File: config.mk
export PLATFORM = sky130hd
export DESIGN_NAME = stoch_grad_stream_gen
export DESIGN_NICKNAME = d
export VERILOG_FILES = /design/src/rtl/stoch_grad_stream_gen.sv
export SDC_FILE = /design/constraint.sdc
export NUM_CORES = 1
export LEC_CHECK = 0
export CORE_MARGIN = 2
export CORE_UTILIZATION = 55
export CTS_CLUSTER_DIAMETER = 100
export DETAILED_ROUTE_END_ITERATION = 12
export GPL_TIMING_DRIVEN = 1
export HOLD_SLACK_MARGIN = 0.06
export PLACE_DENSITY_LB_ADDON = 0.12
export SETUP_SLACK_MARGIN = 0.2
export SLEW_MARGIN = 0
export SYNTH_ARGS = -nofsm -noshare
export SYNTH_HDL_FRONTEND = slang
export SYNTH_SLANG_ARGS = --single-unit
File: constraint.sdc
create_clock -name CLK -period 3.1 [get_ports CLK]
set_clock_uncertainty 0.05 [all_clocks]
set_input_delay 0.62 -clock CLK [delete_from_list [all_inputs] [get_ports CLK]]
set_output_delay 0.62 -clock CLK [all_outputs]
set_load 0.05 [all_outputs]
File: src/rtl/stoch_grad_stream_gen.sv
// ---------------------------------------------------------------------------
// stoch_grad_stream_gen
//
// Upstream feeder for the polar smooth-gradient accumulator. It produces the
// accumulator's IN_SS / SIGN pair.
//
// Operation:
//   - The stochastic error stream (DELTA_SS, DELTA_SIGN) is multiplied by the
//     stochastic activation stream (ACT_SS) with a plain AND.
//   - The signed product bits are netted over a window of 2^N_WIN training
//     cycles.
//   - At the end of each window the net magnitude is loaded into a replay
//     counter. The counter is then emitted as a thinned pulse train on
//     GRAD_SS.
//   - Thinning comes from comparing the learning rate LR against a free-running
//     Fibonacci LFSR.
//   - The sign of a replay is latched once per window (GRAD_SIGN). It never
//     changes inside a pulse train.
//
// Ports:
//   CLK                in   clock
//   INIT               in   asynchronous active-high reset
//   EN                 in   global enable; low freezes all state
//   CLK_TRAINING_flag  in   high = accumulate product bits, advance window
//   DELTA_SS           in   error magnitude stochastic bit
//   DELTA_SIGN         in   error sign, 1 = negative
//   ACT_SS             in   activation stochastic bit
//   LR[N_LR-1:0]       in   learning rate; 0 = no output pulses
//   GRAD_SS            out  registered gradient pulse
//   GRAD_SIGN          out  registered sign of current replay, 1 = negative
//   WINDOW_DONE        out  one-cycle pulse on the window-load edge
//   OVERRUN            out  sticky: a replay residual was discarded
//
// There is no valid/ready handshake here. Every enabled cycle carries one
// stream bit in and at most one pulse out.
// ---------------------------------------------------------------------------
module stoch_grad_stream_gen #(
  parameter int              N_WIN     = 4,
  parameter int              N_LR      = 8,
  parameter logic [N_LR-1:0] LFSR_SEED = 8'hA5
) (
  input  logic            CLK,
  input  logic            INIT,
  input  logic            EN,
  input  logic            CLK_TRAINING_flag,
  input  logic            DELTA_SS,
  input  logic            DELTA_SIGN,
  input  logic            ACT_SS,
  input  logic [N_LR-1:0] LR,
  output logic            GRAD_SS,
  output logic            GRAD_SIGN,
  output logic            WINDOW_DONE,
  output logic            OVERRUN
);

  // The accumulator spans -2^N_WIN .. +2^N_WIN, so it needs N_WIN+2 signed bits.
  // The magnitude peaks at 2^N_WIN, so it needs N_WIN+1 bits.
  localparam int ACC_W = N_WIN + 2;
  localparam int MAG_W = N_WIN + 1;

  localparam logic [N_WIN-1:0]        WCNT_LAST = {N_WIN{1'b1}};
  localparam logic signed [ACC_W-1:0] ACC_ONE   = ACC_W'(1);

  // Registered state
  logic [N_WIN-1:0]        wcnt_q,        wcnt_d;
  logic signed [ACC_W-1:0] acc_q,         acc_d;
  logic [MAG_W-1:0]        emit_mag_q,    emit_mag_d;
  logic [N_LR-1:0]         lfsr_q,        lfsr_d;
  logic                    grad_ss_q,     grad_ss_d;
  logic                    grad_sign_q,   grad_sign_d;
  logic                    window_done_q, window_done_d;
  logic                    overrun_q,     overrun_d;

  // Combinational helpers
  logic                    prod;
  logic                    accum;
  logic                    load;
  logic                    gate;
  logic                    lfsr_fb;
  logic signed [ACC_W-1:0] acc_next;
  logic                    acc_neg;
  logic [MAG_W-1:0]        mag_next;

  // Stochastic multiply of error magnitude and activation.
  assign prod  = DELTA_SS & ACT_SS;

  // Training cycles advance the window counter and fold in the product.
  assign accum = EN & CLK_TRAINING_flag;

  // The last counted cycle of a window is also the load cycle.
  assign load  = accum && (wcnt_q == WCNT_LAST);

  // A pulse may pass only when LR is nonzero and the LFSR value is not above LR.
  // Because the LFSR never reaches 0, LR = all-ones passes every cycle.
  assign gate  = (LR != '0) && (lfsr_q <= LR);

  // The polynomial is x^8+x^6+x^5+x^4+1. With a left shift, the feedback taps
  // are bits 7, 5, 4 and 3.
  assign lfsr_fb = lfsr_q[N_LR-1] ^ lfsr_q[N_LR-3] ^ lfsr_q[N_LR-4] ^ lfsr_q[N_LR-5];

  // The net sum includes the current cycle's product.
  // The load edge therefore sees the complete window.
  always_comb begin
    acc_next = acc_q;
    if (prod) begin
      if (DELTA_SIGN) acc_next = acc_q - ACC_ONE;
      else            acc_next = acc_q + ACC_ONE;
    end
  end

  assign acc_neg  = acc_next[ACC_W-1];
  assign mag_next = acc_neg ? MAG_W'(-acc_next) : MAG_W'(acc_next);

  // Next-state logic
  always_comb begin
    wcnt_d        = wcnt_q;
    acc_d         = acc_q;
    emit_mag_d    = emit_mag_q;
    lfsr_d        = lfsr_q;
    grad_sign_d   = grad_sign_q;
    overrun_d     = overrun_q;
    // Pulse-type outputs drop to 0 whenever they are not actively asserted,
    // including on disabled cycles.
    grad_ss_d     = 1'b0;
    window_done_d = 1'b0;

    if (EN) begin
      // The LFSR runs on every enabled cycle, independent of training.
      lfsr_d = {lfsr_q[N_LR-2:0], lfsr_fb};

      if (accum) begin
        wcnt_d = wcnt_q + N_WIN'(1);
        acc_d  = acc_next;
      end

      if (load) begin
        // Start a fresh replay. An unfinished replay is dropped and the
        // drop is flagged.
        if (emit_mag_q != '0) overrun_d = 1'b1;
        emit_mag_d    = mag_next;
        grad_sign_d   = acc_neg;
        acc_d         = '0;
        window_done_d = 1'b1;
      end else if ((emit_mag_q != '0) && gate) begin
        grad_ss_d  = 1'b1;
        emit_mag_d = emit_mag_q - MAG_W'(1);
      end
    end
  end

  always_ff @(posedge CLK or posedge INIT) begin
    if (INIT) begin
      wcnt_q        <= '0;
      acc_q         <= '0;
      emit_mag_q    <= '0;
      lfsr_q        <= LFSR_SEED;
      grad_ss_q     <= 1'b0;
      grad_sign_q   <= 1'b0;
      window_done_q <= 1'b0;
      overrun_q     <= 1'b0;
    end else begin
      wcnt_q        <= wcnt_d;
      acc_q         <= acc_d;
      emit_mag_q    <= emit_mag_d;
      lfsr_q        <= lfsr_d;
      grad_ss_q     <= grad_ss_d;
      grad_sign_q   <= grad_sign_d;
      window_done_q <= window_done_d;
      overrun_q     <= overrun_d;
    end
  end

  assign GRAD_SS     = grad_ss_q;
  assign GRAD_SIGN   = grad_sign_q;
  assign WINDOW_DONE = window_done_q;
  assign OVERRUN     = overrun_q;

endmodule
* Word level (Yosys, flattened, before mapping)
Cells that the tools add are included.
Widths: inputs -> output; s select.
** Cells by class
- Equality and inequality tests :: 1
- Reductions and logical operators :: 12
- Shift operators :: 0
- Add/subtract/negate cells :: 5
- Multiplexer cells :: 12
- Order comparisons :: 1
- Div/mod/pow operators :: 0
- Multipliers :: 0
- Bitwise gates (word level) :: 5
** Operators by type and width (count)
- $mux 6 :: 4
- $mux 5 :: 3
- $le 8x8->1 :: 1
- $reduce_and 2->1 :: 4
- $reduce_bool 8->1 :: 1
- $add 6x2->6 const B :: 1
- $sub 6x2->6 const B :: 1
- $mux 1 :: 5
- $neg 5->5 :: 1
- $reduce_bool 5->1 :: 1
- $sub 5x1->5 const B :: 1
- $add 4x1->4 const B :: 1
- $eq 4x4->1 const B :: 1
- $reduce_bool 2->1 :: 2
- $logic_and 1x1->1 :: 3
- $reduce_and 3->1 :: 1
- $xor 1x1->1 :: 3
- $and 1x1->1 :: 2
** Storage, ports and cells
- Memories kept :: 0
- Register bits :: 27
- Bits in read-only memories :: 0
- Latch bits :: 0
- Bits in writable memories :: 0
- Output and inout port bits :: 4

* Longest topological paths before layout
- Word-level depth :: 6
- Mapped depth :: 9
- Depth with buffers taken out :: 9

* Worst setup path after synthesis
Ideal clock, no wire load.
- Kind :: in2reg
- Start :: in DELTA_SIGN
- End :: reg emit_mag_q[4]
- Setup time :: 87 ps
- Slack :: 731 ps
- Required time :: 2963 ps
- Cell stages on the path :: 8
- Buffers on the path :: 0
- Arrival time :: 2232 ps
- Cells stage by stage :: ha_1 o211ai_1 or2_1 o2111ai_1 a211oi_2 a31oi_2 xor2_1 a22oi_1
** Between the ends
- Cells in the longest elaborated chain, start to end :: 5
** Ends and longest elaborated chain
- from (decl) :: RTL line 47 : input logic DELTA_SIGN,
- $mux 6 (*) :: RTL line 106 : if (DELTA_SIGN) acc_next = acc_q - ACC_ONE;
- $mux 6 (*) :: RTL line 105 : if (prod) begin
- $neg 5->5 :: RTL line 112 : assign mag_next = acc_neg ? MAG_W'(-acc_next) : MAG_W'(acc_next);
- $mux 5 (*) :: RTL line 112
- $mux 5 (*) :: RTL line 136 : if (load) begin
- to (signal assigned) :: RTL line 164 : emit_mag_q <= emit_mag_d;
- to (decl) :: RTL line 67 : logic [MAG_W-1:0] emit_mag_q, emit_mag_d;
Every way passes the cells marked *; elsewhere a longest branch is shown, timed or not.
A chain may end at the register's enable or synchronous reset.

* Worst setup path in the final report
- Start :: in LR[7]
- End :: reg emit_mag_q[4]
** Between the ends
- Cells in the longest elaborated chain, start to end :: 5
- Elaborated cells on any way between the ends :: 6
- Those cells by class :: order compare (1); reduce/logical (5)
** Ends and longest elaborated chain
- from (decl) :: RTL line 49 : input logic [N_LR-1:0] LR,
- $le 8x8->1 / $reduce_bool 8->1 (equally long branches) :: RTL line 95 : assign gate = (LR != '0) && (lfsr_q <= LR);
- $logic_and 1x1->1 (*) :: RTL line 95
- $logic_and 1x1->1 (*) :: RTL line 144 : end else if ((emit_mag_q != '0) && gate) begin
- $reduce_bool 2->1 (no source line) (*)
- $reduce_and 2->1 (no source line) (*)
Marked as above.

==> impl_metrics.csv <==
group,metric,value,unit
detailed_routing,dr.pass1.iters,4,
power_and_ir_drop,power_leakage,0.9415,nW
floorplanning,fp.coreArea,3003,µm²
synthesis,synth.avg_cell_area,10.07,µm²
clocking,clk_latency,320,ps
worst_setup_path,critPathMaxFanout,3,
detailed_routing,vias_per_cell,5.711,
clocking,clk_path_buf_depth,2,
place,post-place-ws,-49.32,ps
layout,layout_commonest_cell,"dfrtp_1",
floorplanning,initial_core_util,57.33,%
clocking,cts_tree,"built",
global_route,grt_pass1_wl,5.878,mm
worst_setup_path,rr_startpoint,"acc_q[4]$_DFFE_PP0P_",
global_route,grt_overflow,0,
layout,diodes,0,
job,max-cap-violations,0,
power_and_ir_drop,power_density,884.3,nW/µm²
hold_path,hp-start,"OVERRUN$_DFFE_PP0P_",
detailed_routing,wirelength,3.372,mm
synthesis,ys.flop_type,"dfrtp_1",
global_route,antenna_found_initial,0,
timing,rsz0062_at_grt,"false",
timing,slew_violations,0,
worst_setup_path,crit_start,"LR[7]",
power_and_ir_drop,pwr-share-clk,8.3,%
power_and_ir_drop,ir_drop,0.4255,mV
floorplanning,die_h,59.95,µm
timing,setup_ws,621.4,ps
worst_setup_path,crit_type,"input port to register",
power_and_ir_drop,p_switching,739.0,µW
floorplanning,ioPinCount,19,
place,port_buffers,18,
place,dp.cells,228,
worst_setup_path,start_kind,"input port",
clocking,numCtsBuffers,3,
clocking,clock_sinks,27,
layout,layout_common_cells,"dfrtp_1, nand2_1, clkdlybuf4s50_1",
place,place_congestion,0.8500,
worst_setup_path,r2r-end,"emit_mag_q[3]$_DFFE_PP0P_",
layout,fin_cells,232,
timing,fin_crit_sh,79.95,%
worst_setup_path,cp.required,3310,ps
place,placedInstanceArea,1994,µm²
floorplanning,die_w,59.95,µm
synthesis,synthTopCellsByArea,"dfrtp_1, ha_1, dfstp_2, xnor2_1, mux2_2",
synthesis,syn_inst,171,
timing,worst_slew_pin_slew,498.0,ps
power_and_ir_drop,p_int,1.051,mW
layout,finalInstanceArea,2024,µm²
synthesis,async_flop_share,100.0,%
place,dp_hpwl,2.640,mm
worst_setup_path,endpoint_kind,"register",
synthesis,yosys_warnings,0,
worst_setup_path,reg2regPathDepth,9,
status,status,"finished, final reports clean",
global_route,grt_pass1_vias,1359,
hold_path,hold_path_end,"OVERRUN$_DFFE_PP0P_",
timing,fin_crit,2479,ps
hold_path,hold_class,"register to register",
timing,hold_ws,424.0,ps
timing,setup_viol,0,
layout,drive_gt1_share,15.58,%
hold_path,hold_path_depth,1,
clocking,cts_root_buf,"clkbuf_4",
power_and_ir_drop,power_frac_seq,38.5,%
worst_setup_path,reg2reg_slack,830,ps
worst_setup_path,arrival,2680,ps
timing,slew_headroom,66.70,%
detailed_routing,drt.antenna.violating_nets,0,
timing,finalHoldViolCount,0,
global_route,grt_start_max_net_pins,28,
detailed_routing,drt_iter0_drc,50,
detailed_routing,num_vias,1325,
layout,area.growth.synth_to_final,17.59,%
global_route,grt_use_total,21.71,%
clocking,path_clk_slew,150,ps
synthesis,synth_fp_nets,203,
synthesis,ys_types,42,
layout,final_core_util,67.42,%
synthesis,syn_area,1722,µm²
detailed_routing,wl_per_cell,14.53,µm
floorplanning,core.rowCount,20,
synthesis,ys_seq_area_share,39.53,%
synthesis,netlist.area_leader.share,33.43,%
floorplanning,die-area,3594,µm²
detailed_routing,drc,0,
clocking,htree_levels,1,
synthesis,synth_top_area_cell,"dfrtp_1",
synthesis,ys_seq_elements,27,
synthesis,synth_edf_count,0,
layout,final_nets,232,
power_and_ir_drop,comb_power_share,53.2,%
power_and_ir_drop,netSwitchingFraction,41.28,%
timing,max_freq,0.4035,GHz
-- through the flow --
step           total power [mW]  setup TNS, ps
6_report                  1.790              0
5_1_grt                   1.962              0
4_1_cts                   1.802              0
3_5_place_dp              1.650         -93.05
3_3_place_gp              1.592              0
2_1_floorplan             1.366              0
-- per-layer routing --
layer / track usage (%) / vias to the layer above / routed length (µm)
li1: - / 666 / -
met1: 27.56 / 631 / 1605
met2: 37.89 / 22 / 1624
met3: 2.597 / 6 / 92
met4: 7.619 / 0 / 48
met5: 0 / - / 0
-- registers in the layout, indices dropped and copies added, names as in the netlist --
signal       cells
GRAD_SS          1
wcnt_q           4
lfsr_q           8
WINDOW_DONE      1
GRAD_SIGN        1
OVERRUN          1
emit_mag_q       5
acc_q            6
-- repair_timing --
item,CTS,global route
hold buffers,0,0
setup endpoints to repair,0,3
resized for setup,0,1
buffers inserted,0,0
-- power groups by stage --
stage / Combinational (mW) / Clock (mW) / Sequential [mW]
after floorplan: 0.648 / 0 / 0.718
after global placement: 0.904 / 0 / 0.688
after detailed placement: 0.951 / 0 / 0.700
after CTS: 0.959 / 0.154 / 0.690
after global routing: 1.07 / 0.172 / 0.723
final: 0.952 / 0.149 / 0.689
-- final cells by class --
type,instances,area (µm²)
repair buffers,26,242.7
fillers,252,978.4
clock buffers,3,22.52
flip-flops and latches,27,680.7
well taps,33,41.29
multi-input cells,128,979.7
clock inverters,1,5.005
inverters,14,52.55
-- worst max-delay path by stage --
stage	end	slack, ps	cells past startpoint
finish	emit_mag_q[4]$_DFFE_PP0P_	620	10
global route	emit_mag_q[4]$_DFFE_PP0P_	450	10
CTS	emit_mag_q[4]$_DFFE_PP0P_	290	10
detailed placement	emit_mag_q[4]$_DFFE_PP0P_	-50	10
global placement	emit_mag_q[4]$_DFFE_PP0P_	90	10
floorplan	emit_mag_q[4]$_DFFE_PP0P_	730	8
-- worst max-delay path: stages --
cell	delay (ps)
clkdlybuf4s50_1	490
inv_1	50
ha_1	320
a21oi_1	150
o21ai_0	110
o21a_1	140
nor3_2	190
nand2_1	140
o41a_1	320
a22oi_1	150
-- synth_stat cells (all sizes together), types with 2 or more instances --
master,instances
mux2i,4
o2111ai,2
nand4,4
o211ai,3
o21ai,7
nand2,19
xnor2,10
nor4,3
o31ai,2
xor2,6
dfstp,4
mux2,7
a31oi,2
dfrtp,23
a21oi,12
ha,16
nor2,7
a21o,5
nor3,2
inv,14
a211oi,3
-- logic make-up after synthesis --
kind of cell | count (synthesis) | synth area share (%)
compound gates | 40 | 15.84
xor+xnor | 16 | 8.139
fa+ha+maj | 17 | 12.79
buf+inv | 16 | 3.561
flops | 27 | 39.53
mux | 11 | 6.904
simple gates | 44 | 13.23
No activity file was read; power rests on OpenSTA's default activity.
